[src/rtl/imm_encoder_if.sv]
// Request/response bundle for the immediate encoder: request side with
// valid/ready, FIFO head side with valid/ready, plus statistics counters.
interface imm_encoder_if #(
    parameter int CNT_W = 16
);
    logic             in_valid;
    logic             in_ready;
    logic [2:0]       imm_sel;
    logic [31:0]      imm_val;
    logic [31:0]      base_inst;
    logic             out_valid;
    logic             out_ready;
    logic [31:0]      inst_out;
    logic             out_err;
    logic [CNT_W-1:0] enc_cnt;
    logic [CNT_W-1:0] err_cnt;

    modport master (
        output in_valid, imm_sel, imm_val, base_inst, out_ready,
        input  in_ready, out_valid, inst_out, out_err, enc_cnt, err_cnt
    );

    modport slave (
        input  in_valid, imm_sel, imm_val, base_inst, out_ready,
        output in_ready, out_valid, inst_out, out_err, enc_cnt, err_cnt
    );
endinterface

[src/rtl/imm_encoder.sv]
// Scatters an immediate into the I/S/B/U/J immediate fields of a RISC-V word,
// flags range/alignment/format errors and queues results in a small FIFO.
module imm_encoder #(
    parameter int DEPTH  = 2,
    parameter int CNT_W  = 16,
    parameter int STRICT = 0
) (
    input logic         clk,
    input logic         rst,
    imm_encoder_if.slave bus
);
    localparam int AW = $clog2(DEPTH);
    localparam logic [AW:0]      FULL_CNT = (AW+1)'(DEPTH);
    localparam logic [CNT_W-1:0] CNT_MAX  = {CNT_W{1'b1}};

    // An immediate fits when it equals its own sign extension from the field's top bit.
    function automatic logic i_range_err(input logic [31:0] imm);
        return imm != {{20{imm[11]}}, imm[11:0]};
    endfunction

    function automatic logic b_range_err(input logic [31:0] imm);
        return (imm != {{19{imm[12]}}, imm[12:0]}) || imm[0];
    endfunction

    function automatic logic j_range_err(input logic [31:0] imm);
        return (imm != {{11{imm[20]}}, imm[20:0]}) || imm[0];
    endfunction

    logic [31:0] inst_mem_r [DEPTH];
    logic        err_mem_r  [DEPTH];
    logic [AW-1:0] wr_ptr_r;
    logic [AW-1:0] rd_ptr_r;
    logic [AW:0]   count_r;
    logic [CNT_W-1:0] enc_cnt_r;
    logic [CNT_W-1:0] err_cnt_r;

    logic [31:0] enc_word_s;
    logic        enc_err_s;
    logic        full_s;
    logic        empty_s;
    logic        accept_s;
    logic        push_s;
    logic        pop_s;

    // Field scatter and error detection for the current request.
    always_comb begin
        enc_word_s = bus.base_inst;
        enc_err_s  = 1'b0;
        case (bus.imm_sel)
            3'd0: begin
                enc_word_s = {bus.imm_val[11:0], bus.base_inst[19:0]};
                enc_err_s  = i_range_err(bus.imm_val);
            end
            3'd1: begin
                enc_word_s = {bus.imm_val[11:5], bus.base_inst[24:12],
                              bus.imm_val[4:0], bus.base_inst[6:0]};
                enc_err_s  = i_range_err(bus.imm_val);
            end
            3'd2: begin
                enc_word_s = {bus.imm_val[12], bus.imm_val[10:5], bus.base_inst[24:12],
                              bus.imm_val[4:1], bus.imm_val[11], bus.base_inst[6:0]};
                enc_err_s  = b_range_err(bus.imm_val);
            end
            3'd3: begin
                enc_word_s = {bus.imm_val[31:12], bus.base_inst[11:0]};
                enc_err_s  = bus.imm_val[11:0] != 12'h000;
            end
            3'd4: begin
                enc_word_s = {bus.imm_val[20], bus.imm_val[10:1], bus.imm_val[11],
                              bus.imm_val[19:12], bus.base_inst[11:0]};
                enc_err_s  = j_range_err(bus.imm_val);
            end
            default: begin
                enc_word_s = bus.base_inst;
                enc_err_s  = 1'b1;
            end
        endcase
    end

    // In strict mode an errored request still handshakes but never enters the FIFO.
    assign full_s   = (count_r == FULL_CNT);
    assign empty_s  = (count_r == '0);
    assign accept_s = bus.in_valid && !full_s;
    assign push_s   = accept_s && !((STRICT != 0) && enc_err_s);
    assign pop_s    = !empty_s && bus.out_ready;

    // FIFO storage, pointers and occupancy.
    always_ff @(posedge clk) begin
        if (rst) begin
            for (int i = 0; i < DEPTH; i++) begin
                inst_mem_r[i] <= 32'h0000_0000;
                err_mem_r[i]  <= 1'b0;
            end
            wr_ptr_r <= '0;
            rd_ptr_r <= '0;
            count_r  <= '0;
        end else begin
            if (push_s) begin
                inst_mem_r[wr_ptr_r] <= enc_word_s;
                err_mem_r[wr_ptr_r]  <= enc_err_s;
                wr_ptr_r             <= wr_ptr_r + AW'(1);
            end
            if (pop_s) begin
                rd_ptr_r <= rd_ptr_r + AW'(1);
            end
            case ({push_s, pop_s})
                2'b10:   count_r <= count_r + (AW+1)'(1);
                2'b01:   count_r <= count_r - (AW+1)'(1);
                default: count_r <= count_r;
            endcase
        end
    end

    // Saturating statistics counters.
    always_ff @(posedge clk) begin
        if (rst) begin
            enc_cnt_r <= '0;
            err_cnt_r <= '0;
        end else begin
            if (accept_s && (enc_cnt_r != CNT_MAX)) begin
                enc_cnt_r <= enc_cnt_r + CNT_W'(1);
            end
            if (accept_s && enc_err_s && (err_cnt_r != CNT_MAX)) begin
                err_cnt_r <= err_cnt_r + CNT_W'(1);
            end
        end
    end

    assign bus.in_ready  = !full_s;
    assign bus.out_valid = !empty_s;
    assign bus.inst_out  = inst_mem_r[rd_ptr_r];
    assign bus.out_err   = err_mem_r[rd_ptr_r];
    assign bus.enc_cnt   = enc_cnt_r;
    assign bus.err_cnt   = err_cnt_r;
endmodule

[src/flat_wrapper.sv]
// flat-port wrapper written by rule: the top's interface ports become plain ports
module imm_encoder_flat 
#(
    parameter int DEPTH  = 2,
    parameter int CNT_W  = 16,
    parameter int STRICT = 0
)
  (clk, rst, bus_in_valid, bus_imm_sel, bus_imm_val, bus_base_inst, bus_out_ready, bus_in_ready, bus_out_valid, bus_inst_out, bus_out_err, bus_enc_cnt, bus_err_cnt);
  imm_encoder_if #(.CNT_W(CNT_W)) bus_i ();
  input logic clk;
  input logic rst;
  input wire logic [$bits(bus_i.in_valid)-1:0] bus_in_valid;
  input wire logic [$bits(bus_i.imm_sel)-1:0] bus_imm_sel;
  input wire logic [$bits(bus_i.imm_val)-1:0] bus_imm_val;
  input wire logic [$bits(bus_i.base_inst)-1:0] bus_base_inst;
  input wire logic [$bits(bus_i.out_ready)-1:0] bus_out_ready;
  output wire logic [$bits(bus_i.in_ready)-1:0] bus_in_ready;
  output wire logic [$bits(bus_i.out_valid)-1:0] bus_out_valid;
  output wire logic [$bits(bus_i.inst_out)-1:0] bus_inst_out;
  output wire logic [$bits(bus_i.out_err)-1:0] bus_out_err;
  output wire logic [$bits(bus_i.enc_cnt)-1:0] bus_enc_cnt;
  output wire logic [$bits(bus_i.err_cnt)-1:0] bus_err_cnt;
  assign bus_i.in_valid = bus_in_valid;
  assign bus_i.imm_sel = bus_imm_sel;
  assign bus_i.imm_val = bus_imm_val;
  assign bus_i.base_inst = bus_base_inst;
  assign bus_i.out_ready = bus_out_ready;
  assign bus_in_ready = bus_i.in_ready;
  assign bus_out_valid = bus_i.out_valid;
  assign bus_inst_out = bus_i.inst_out;
  assign bus_out_err = bus_i.out_err;
  assign bus_enc_cnt = bus_i.enc_cnt;
  assign bus_err_cnt = bus_i.err_cnt;
  imm_encoder #(.DEPTH(DEPTH), .CNT_W(CNT_W), .STRICT(STRICT)) u_core (.clk(clk), .rst(rst), .bus(bus_i));
endmodule
[config.mk]
export PLATFORM = sky130hd
export DESIGN_NAME = imm_encoder_flat
export DESIGN_NICKNAME = d
export VERILOG_FILES = /design/src/rtl/imm_encoder_if.sv /design/src/rtl/imm_encoder.sv /design/src/flat_wrapper.sv
export SDC_FILE = /design/constraint.sdc
export NUM_CORES = 1
export LEC_CHECK = 0
export CAP_MARGIN = 20
export CELL_PAD_IN_SITES_DETAIL_PLACEMENT = 0
export CELL_PAD_IN_SITES_GLOBAL_PLACEMENT = 2
export CORE_ASPECT_RATIO = 1.5
export CORE_UTILIZATION = 30
export DETAILED_ROUTE_END_ITERATION = 10
export MAX_ROUTING_LAYER = met4
export PLACE_DENSITY = 0.84
export RECOVER_POWER = 25
export SLEW_MARGIN = 20
export SYNTH_ARGS = -nofsm -noshare
export SYNTH_HDL_FRONTEND = slang
export SYNTH_SLANG_ARGS = --single-unit
[constraint.sdc]
create_clock -name clk -period 3.6 [get_ports clk]
set_clock_uncertainty 0.1 [all_clocks]
set_input_delay 0.54 -clock clk [delete_from_list [all_inputs] [get_ports clk]]
set_output_delay 0.54 -clock clk [all_outputs]
set_load 0.05 [all_outputs]
==> results.sh, run 1 <==
export IMPL_fin_crit_ns=3.09
export IMPL_grt_pass1_wl_um=23500
export IMPL_synth_area_um2=5450
export IMPL_critPathSlowestCell="clkbuf_1"
export IMPL_grt_pass1_vias=4528
export IMPL_postSynth_asyncResetShare=0
export IMPL_min_path_type="flip-flop to flip-flop"
export IMPL_critPathMaxStageDelay_ns=0.90
export IMPL_worstPathRequired_ns=3.54
export IMPL_grt_overflow_total=0
export IMPL_ant_nets=0
export IMPL_synth_edff_count=66
export IMPL_ys_top_cells_by_count="nor2_1 (99), edfxtp_1 (66), dfxtp_1 (37), mux2_2 (37), a21oi_1 (27)"
export IMPL_synth_seq_area_share=0.500
export IMPL_critPathBufInv=4
export IMPL_yosys_top_cells_area="edfxtp_1 (36%), dfxtp_1 (14%), mux2_2 (7.6%)"
export IMPL_hold_viol=0
export IMPL_path_cells="dlygate4sd3_1, and2_0, inv_1, nor2_1, clkbuf_1, nand2_1, clkbuf_1, nor2_1"
export IMPL_yosysUniqueCellTypes=58
export IMPL_tightest_slew_ns=1.76
export IMPL_drive_gt1_frac=0.115
export IMPL_fp_dieH_um=167
export IMPL_hpwl_um=11200
export IMPL_cts_resized=0
export IMPL_clockRootBuffer="clkbuf_16"
export IMPL_detail_route_first_pass_iterations=7
export IMPL_ir_drop_v=0.000244
export IMPL_final_util=0.410
export IMPL_yosys_area_top_type="edfxtp_1"
export IMPL_post_cts_setup_buffers=0
export IMPL_powerDensity_nw_per_um2=550
export IMPL_drt_iter0_markers=222
export IMPL_postSynthCellCount=540
export IMPL_cp_max_fo=25
export IMPL_yosysMostFrequentCell="nor2_1"
export IMPL_rows=60
export IMPL_end_kind="flip-flop"
export IMPL_finalSetupViolCount=0
export IMPL_gp_congestion=0.939
export IMPL_io_pins=138
export IMPL_max_cap_violations=1
export IMPL_synth_seq_cells=103
export IMPL_vias=4538
export IMPL_wl_um=14900
export IMPL_wl_per_cell_um=16.7
export IMPL_yosysWarningCount=0
export IMPL_area_growth_pct=34.6
export IMPL_preCtsSetupSlack_ns=0.277
export IMPL_cts_tree="done"
export IMPL_die_width_um=112
export IMPL_timing_max_transition_violations_final=42
export IMPL_clkTransAtPathRegs_ns=0.07
export IMPL_hold_buffers=0
export IMPL_violations="DRC, capacitance limit, slew limit"
export IMPL_status="finished with violations"
export IMPL_clockBufferDepth=2
export IMPL_worst_setup_path_start_kind="input port"
export IMPL_dpl_cell_count=873
export IMPL_clkLatencyLatePin_ns=0.34
export IMPL_fin_crit_sh=0.858
export IMPL_clock_sinks=103
export IMPL_maxClockFrequency_mhz=324
export IMPL_syn_avg_cell_area_um2=10.1
export IMPL_viasPerCell=5.10
export IMPL_synth_ff_type="edfxtp_1"
export IMPL_tns_ns=0
export IMPL_dieArea_um2=18700
export IMPL_initial_core_util=0.305
export IMPL_drc=9
export IMPL_htreeDepth=3
export IMPL_fp_coreArea_um2=17900
export IMPL_grt_util_all_layers=0.165
export IMPL_n_antenna_cell=0
export IMPL_synth_top_area_frac=0.364
export IMPL_portBuffers=137
export IMPL_fin_ws_ns=0.511
export IMPL_maxSlewHeadroom=-0.176
export IMPL_cts_made_buffers=9
export IMPL_arrival_ns=3.03
export IMPL_antenna_found_initial=0
export IMPL_power_leakage_nw=2.67
export IMPL_nets=741
export IMPL_final_instance_count_excl_fill=889
export IMPL_syn_num_nets=614
export IMPL_rsz0062_at_grt="false"
export IMPL_critPathKind="input port to flip-flop"
export IMPL_grt_max_degree=42
export IMPL_critPathTopFamily="buffers and inverters"
[layout by cell type (no fill, tap or decap), types with 3 or more instances in the layout]
cell type / count
nand4_1: 8
ha_1: 3
a21oi_1: 27
xnor2_1: 9
edfxtp_1: 66
dlygate4sd3_1: 22
or3_1: 10
a221oi_1: 7
and2_0: 8
and3_1: 11
clkbuf_16: 9
xor2_1: 9
and4_1: 4
nor2_1: 99
nand2_1: 24
o21ai_0: 15
nor2b_1: 9
mux2_4: 5
clkdlybuf4s50_1: 115
nor4_1: 4
mux2i_1: 15
or4_1: 10
buf_4: 9
mux2_2: 37
nor3_1: 10
or2_2: 3
clkbuf_1: 4
dfxtp_1: 36
and2_1: 13
a31oi_1: 4
o31ai_1: 8
nand3_1: 14
inv_1: 8
[worst min-delay path, delay by kind of cell (launching register included)]
| family | cells | cell delay [ns] |
|---|---|---|
| flops | 1 | 0.33 |
| compound gates | 2 | 0.13 |
[area by class of cell]
type,instances,area (um2)
fill,1769,10500
multi-input combinational,395,2550
clock buffer,11,243
inverter,8,30.0
sequential,103,2720
timing repair buffer,150,1470
tap,217,272
clock inverter,5,43.8
[stage by stage]
stage / area [um2] / power [mW] / hold WS, ns
floorplan: 5450 / 2.59 / 0.367
global placement: 7070 / 3.12 / 0.380
detailed placement: 7070 / 3.14 / 0.399
CTS: 7350 / 4.09 / 0.409
global route: 7330 / 4.20 / 0.433
finish: 7330 / 4.03 / 0.399
[report_power, final]
group / total [mW] / switching, mW / internal (mW)
combinational: 1.57 / 0.974 / 0.596
sequential: 1.52 / 0.0891 / 1.43
clock: 0.939 / 0.415 / 0.524
[path summary, 6_finish.rpt]
check | startpoint | end | slack [ns] | cells past startpoint
setup / recovery | bus_in_valid | u_core.inst_mem_r[1][28] | 0.51 | 8
hold reg to reg | u_core.bus.err_cnt[12] | u_core.bus.err_cnt[12] | 0.40 | 2
setup reg to reg | u_core.count_r[0] | u_core.inst_mem_r[1][28] | 0.71 | 8
hold / removal | u_core.bus.err_cnt[12] | u_core.bus.err_cnt[12] | 0.40 | 2
[state kept, by name, indices dropped and copies added (netlist names), named ones only]
name	count
u_core.rd_ptr_r	1
u_core.bus.enc_cnt	16
u_core.inst_mem_r	64
u_core.wr_ptr_r	1
u_core.count_r	2
u_core.bus.err_cnt	16
u_core.err_mem_r	2
[per-layer routing]
metal	track usage	vias to the layer above	wire [um]
met4	0.0574	0	284
met2	0.295	103	7900
li1	-	2226	-
met3	0.0197	18	423
met1	0.190	2191	6270
met5	-	-	0
[cells by family after synthesis]
logic type / Yosys count / share of synthesized area
AND/OR/NAND/NOR: 235 / 0.216
flip-flops: 103 / 0.500
AO/OA/AOI/OAI: 82 / 0.0978
multiplexers: 57 / 0.118
buffers and inverters: 42 / 0.0328
XOR/XNOR: 18 / 0.0289
adder cells (fa/ha/maj): 3 / 0.00689
Note: power is estimated with default switching activity, not from simulation.
==> run 2: changes to the inputs <==
--- a/config.mk
+++ b/config.mk
@@ -13,7 +13,6 @@
 export DETAILED_ROUTE_END_ITERATION = 10
 export MAX_ROUTING_LAYER = met4
 export PLACE_DENSITY = 0.84
-export RECOVER_POWER = 25
 export SLEW_MARGIN = 20
 export SYNTH_ARGS = -nofsm -noshare
 export SYNTH_HDL_FRONTEND = slang
==> results.sh, run 2 (synthesis gave the netlist of run 1 again) <==
export IMPL_htreeDepth=3
export IMPL_final_cell_area_um2=7350
export IMPL_hpwl_um=11200
export IMPL_clock_sinks=103
export IMPL_grt_util_all_layers=0.165
export IMPL_status="finished with violations"
export IMPL_viasPerCell=5.12
export IMPL_io_pins=138
export IMPL_path_cells="clkdlybuf4s50_1, or4_4, nor4_2, a31oi_1, a2111oi_2, o311a_2, buf_4, or4_1, a21oi_1"
export IMPL_clockBufferDepth=2
export IMPL_ant_nets=0
export IMPL_cts_tree="done"
export IMPL_max_cap_violations=0
export IMPL_tightest_slew_ns=0.944
export IMPL_reg2regPathDepth=7
export IMPL_post_cts_setup_buffers=0
export IMPL_arrival_ns=3.07
export IMPL_hold_start="u_core.bus.err_cnt[12]"
export IMPL_initial_core_util=0.305
export IMPL_worst_setup_path_start_kind="input port"
export IMPL_hold_viol=0
export IMPL_maxSlewHeadroom=0.371
export IMPL_placed_area_um2=7070
export IMPL_end_kind="flip-flop"
export IMPL_area_growth_pct=35.0
export IMPL_clkTransAtPathRegs_ns=0.07
export IMPL_fp_dieH_um=167
export IMPL_n_antenna_cell=0
export IMPL_dr_wl_met2_um=7840
export IMPL_wl_um=14900
export IMPL_vias=4549
export IMPL_detail_route_first_pass_iterations=7
export IMPL_wl_per_cell_um=16.8
export IMPL_cts_resized=0
export IMPL_powerDensity_nw_per_um2=550
export IMPL_cts_made_buffers=9
export IMPL_nets=741
export IMPL_reg2reg_to="u_core.bus.err_cnt[9]"
export IMPL_final_cell_mix="clkdlybuf4s50_1 (137), nor2_1 (99), edfxtp_1 (66), mux2_2 (37), dfxtp_1 (36)"
export IMPL_grt_pass1_wl_um=23500
export IMPL_hold_buffers=0
export IMPL_fin_crit_ns=2.96
export IMPL_worstPathRequired_ns=3.71
export IMPL_r2r_start="u_core.bus.err_cnt[0]"
export IMPL_drc=9
export IMPL_top_register="u_core.inst_mem_r"
export IMPL_mostFrequentLayoutCell="clkdlybuf4s50_1"
export IMPL_timing_max_transition_violations_final=0
export IMPL_ir_drop_v=0.000244
export IMPL_antenna_found_initial=0
export IMPL_clkLatencyLatePin_ns=0.34
export IMPL_hold_depth=2
export IMPL_min_path_type="flip-flop to flip-flop"
export IMPL_critPathKind="input port to flip-flop"
export IMPL_rsz0062_at_grt="false"
export IMPL_clockRootBuffer="clkbuf_16"
export IMPL_critPathSlowestCell="or4_4"
export IMPL_power_leakage_nw=2.62
export IMPL_die_width_um=112
export IMPL_tns_ns=0
export IMPL_violations="DRC"
export IMPL_portBuffers=137
export IMPL_fin_crit_sh=0.823
export IMPL_top_layer="met4"
export IMPL_gp_congestion=0.939
export IMPL_largest_reg_flops=64
export IMPL_finalSetupViolCount=0
export IMPL_fp_coreArea_um2=17900
export IMPL_drive_gt1_frac=0.121
export IMPL_grt_pass1_vias=4528
export IMPL_rows=60
export IMPL_m1WireLength_um=6390
export IMPL_critPathMaxStageDelay_ns=0.57
export IMPL_grt_max_degree=42
export IMPL_drt_iter0_markers=243
export IMPL_grt_overflow_total=0
export IMPL_finalPower_mw=4.04
export IMPL_cp_max_fo=16
export IMPL_route_met3_wl_um=409
export IMPL_worstHoldEndpoint="u_core.bus.err_cnt[12]"
export IMPL_worst_r2r_setup_slack_ns=0.95
export IMPL_dieArea_um2=18700
export IMPL_maxClockFrequency_mhz=338
## run 2: cell types whose count changed in the layout (fill, tap and decap cells not counted)
cell	delta
o21bai_4	+1
clkdlybuf4s50_1	+22
and2_1	+7
and2_0	-7
clkbuf_1	-3
o21bai_1	-1
dlygate4sd3_1	-22
buf_4	+3
## run 2: critical path, delay by kind of cell
kind,cells,cell delay [ns]
simple gates,3,0.96
compound gates,4,0.84
buf+inv,2,0.72
## run 2: area by class of cell
cell class	count	area, um2
tap	217	272
sequential	103	2720
fill	1766	10500
clock inverter	5	43.8
multi-input combinational	395	2560
timing repair buffer	150	1480
inverter	8	30.0
clock buffer	11	243
## run 2: worst max-delay path by stage
stage | start | endpoint
finish | bus_imm_val[26] | u_core.bus.err_cnt[4]
global route | bus_imm_val[26] | u_core.bus.err_cnt[11]
CTS | bus_imm_val[26] | u_core.bus.err_cnt[1]
detailed placement | bus_imm_val[26] | u_core.bus.err_cnt[11]
global placement | bus_imm_val[26] | u_core.bus.err_cnt[1]
floorplan | u_core.count_r[0] | u_core.err_mem_r[0]
## run 2: metal layers
layer  vias up  GRT usage
met2       105      0.295
met3        18     0.0197
met5         -          -
met1      2201      0.190
met4         0     0.0574
li1       2225          -
## run 2: metrics by stage
stage               std cells  utilization  setup slack (ns)  hold WS (ns)
floorplan                 540            -             0.171         0.367
global placement          873        0.396             0.315         0.380
detailed placement        873        0.396             0.277         0.399
CTS                       889        0.412             0.641         0.409
global route              889        0.412             0.507         0.436
finish                    889        0.412             0.638         0.401
## run 2: where the power goes
| group | internal [mW] | leakage (nW) | switching (mW) |
|---|---|---|---|
| clock | 0.524 | 0.149 | 0.417 |
| combinational | 0.604 | 1.47 | 0.977 |
| sequential | 1.43 | 0.999 | 0.0921 |
==> run 3: changes to the inputs <==
--- a/config.mk
+++ b/config.mk
@@ -9,10 +9,10 @@
 export CELL_PAD_IN_SITES_DETAIL_PLACEMENT = 0
 export CELL_PAD_IN_SITES_GLOBAL_PLACEMENT = 2
 export CORE_ASPECT_RATIO = 1.5
-export CORE_UTILIZATION = 30
+export CORE_UTILIZATION = 27
 export DETAILED_ROUTE_END_ITERATION = 10
 export MAX_ROUTING_LAYER = met4
-export PLACE_DENSITY = 0.84
+export PLACE_DENSITY = 0.8
 export SLEW_MARGIN = 20
 export SYNTH_ARGS = -nofsm -noshare
 export SYNTH_HDL_FRONTEND = slang
==> constraint.sdc (replaced) <==
create_clock -name clk -period 2.5 [get_ports clk]
set_clock_uncertainty 0.1 [all_clocks]
set_input_delay 0.375 -clock clk [delete_from_list [all_inputs] [get_ports clk]]
set_output_delay 0.375 -clock clk [all_outputs]
set_load 0.05 [all_outputs]
==> results.sh, run 3 (synthesis gave the netlist of run 1 again) <==
export IMPL_hold_buffers=0
export IMPL_reg2regPathDepth=8
export IMPL_final_cell_area_um2=8050
export IMPL_wl_um=16600
export IMPL_tns_ns=0
export IMPL_cp_depth=8
export IMPL_dieArea_um2=20800
export IMPL_hold_depth=2
export IMPL_min_path_type="flip-flop to flip-flop"
export IMPL_tightest_slew_ns=0.702
export IMPL_ir_drop_v=0.000283
export IMPL_finalSetupViolCount=0
export IMPL_clockBufferDepth=2
export IMPL_ant_nets=0
export IMPL_clock_sinks=103
export IMPL_top_register="u_core.inst_mem_r"
export IMPL_timing_max_transition_violations_final=0
export IMPL_gp_congestion=0.902
export IMPL_hpwl_um=12600
export IMPL_holdWs_ns=0.407
export IMPL_die_width_um=118
export IMPL_fin_ws_ns=0.0434
export IMPL_worstPathRequired_ns=2.64
export IMPL_largest_reg_flops=64
export IMPL_status="finished, final reports clean"
export IMPL_rsz0062_at_grt="false"
export IMPL_worst_setup_path_start_kind="input port"
export IMPL_worst_r2r_setup_slack_ns=0.34
export IMPL_fp_dieH_um=176
export IMPL_critPathBufInv=2
export IMPL_clkLatencyLatePin_ns=0.35
export IMPL_clkTransAtPathRegs_ns=0.08
export IMPL_grt_pass1_wl_um=26300
export IMPL_critPathSlowestCell="or4_4"
export IMPL_io_pins=138
export IMPL_powerDensity_nw_per_um2=739
export IMPL_vias=4772
export IMPL_wl_per_cell_um=16.6
export IMPL_grt_overflow_total=0
export IMPL_preCtsSetupSlack_ns=-0.644
export IMPL_viasPerCell=4.79
export IMPL_drt_iter0_markers=175
export IMPL_end_kind="flip-flop"
export IMPL_portBuffers=137
export IMPL_power_leakage_nw=3.13
export IMPL_mostFrequentLayoutCell="buf_4"
export IMPL_final_cell_mix="buf_4 (100), nor2_1 (98), clkdlybuf4s50_1 (83), edfxtp_1 (66), mux2_2 (37)"
export IMPL_hold_viol=0
export IMPL_placed_area_um2=7500
export IMPL_fill_cells=1966
export IMPL_nets=803
export IMPL_drive_gt1_frac=0.270
export IMPL_grt_pass1_vias=5001
export IMPL_final_util=0.407
export IMPL_initial_core_util=0.275
export IMPL_critPathTopFamily="compound AO/OA/AOI/OAI gates"
export IMPL_path_cells="dlygate4sd2_1, or4_4, o32a_1, a2111oi_4, o311a_4, buf_8, nor4_1, mux2_4"
export IMPL_antenna_found_initial=3
export IMPL_finalPower_mw=5.95
export IMPL_clockRootBuffer="clkbuf_16"
export IMPL_maxSlewHeadroom=0.528
export IMPL_grt_max_degree=43
export IMPL_cp_max_fo=5
export IMPL_fp_coreArea_um2=19800
export IMPL_rows=63
export IMPL_cts_made_buffers=9
export IMPL_arrival_ns=2.60
export IMPL_drc=0
export IMPL_critPathKind="input port to flip-flop"
export IMPL_area_growth_pct=47.8
export IMPL_fin_crit_sh=0.983
export IMPL_dpl_cell_count=973
export IMPL_final_instance_count_excl_fill=997
export IMPL_max_cap_violations=0
export IMPL_detail_route_first_pass_iterations=5
export IMPL_grt_util_all_layers=0.168
export IMPL_cts_tree="done"
export IMPL_maxClockFrequency_mhz=407
export IMPL_fin_crit_ns=2.46
export IMPL_htreeDepth=3
export IMPL_critPathMaxStageDelay_ns=0.55
## run 3: cell types whose count changed in the layout (fill, tap and decap cells not counted), sizes merged
cell	previous run	this run
clkdlybuf4s15	0	1
dlymetal6s2s	0	10
diode	0	3
buf	13	108
dlygate4sd2	0	10
clkdlybuf4s50	137	83
## run 3: power breakdown
group	internal (mW)	total, mW	switching [mW]
combinational	0.895	2.35	1.46
clock	0.798	1.42	0.620
sequential	2.06	2.18	0.126
## run 3: layout make-up
cell class / instances / area (um2) / share of cell area
Clock inverter: 5 / 52.6 / 0.00653
Tap cell: 260 / 325 / 0.0404
Antenna cell: 3 / 7.51 / 0.000932
Clock buffer: 11 / 254 / 0.0315
Sequential cell: 103 / 2730 / 0.338
Timing Repair Buffer: 212 / 1920 / 0.239
Multi-Input combinational cell: 395 / 2730 / 0.339
Inverter: 8 / 30.0 / 0.00373
## run 3: tightest hold or removal path: stages (launching register included)
cell and delay (ns):
dfxtp_1 0.33, o31ai_1 0.09, a21oi_2 0.05
## run 3: path summary, 6_finish.rpt
| path | to | from |
|---|---|---|
| hold reg to reg | u_core.bus.err_cnt[14] | u_core.bus.err_cnt[14] |
| setup / recovery | u_core.bus.err_cnt[9] | bus_imm_val[19] |
| setup reg to reg | u_core.bus.err_cnt[8] | u_core.bus.err_cnt[0] |
| hold / removal | u_core.bus.err_cnt[14] | u_core.bus.err_cnt[14] |
## run 3: layer usage
| layer | GRT usage | share of wire | vias up | wire length [um] |
|---|---|---|---|---|
| li1 | - | - | 2353 | - |
| met1 | 0.174 | 0.39 | 2294 | 6460 |
| met2 | 0.318 | 0.56 | 102 | 9330 |
| met3 | 0.0184 | 0.025 | 23 | 410 |
| met4 | 0.0759 | 0.022 | 0 | 363 |
| met5 | - | 0 | - | 0 |
## run 3: repair_timing
action,in CTS,in global routing
resized for setup,31,26
pin swaps,13,13
setup buffers,3,2
setup endpoints to repair,18,18
gates cloned,0,0
endpoints found under the hold margin,0,0
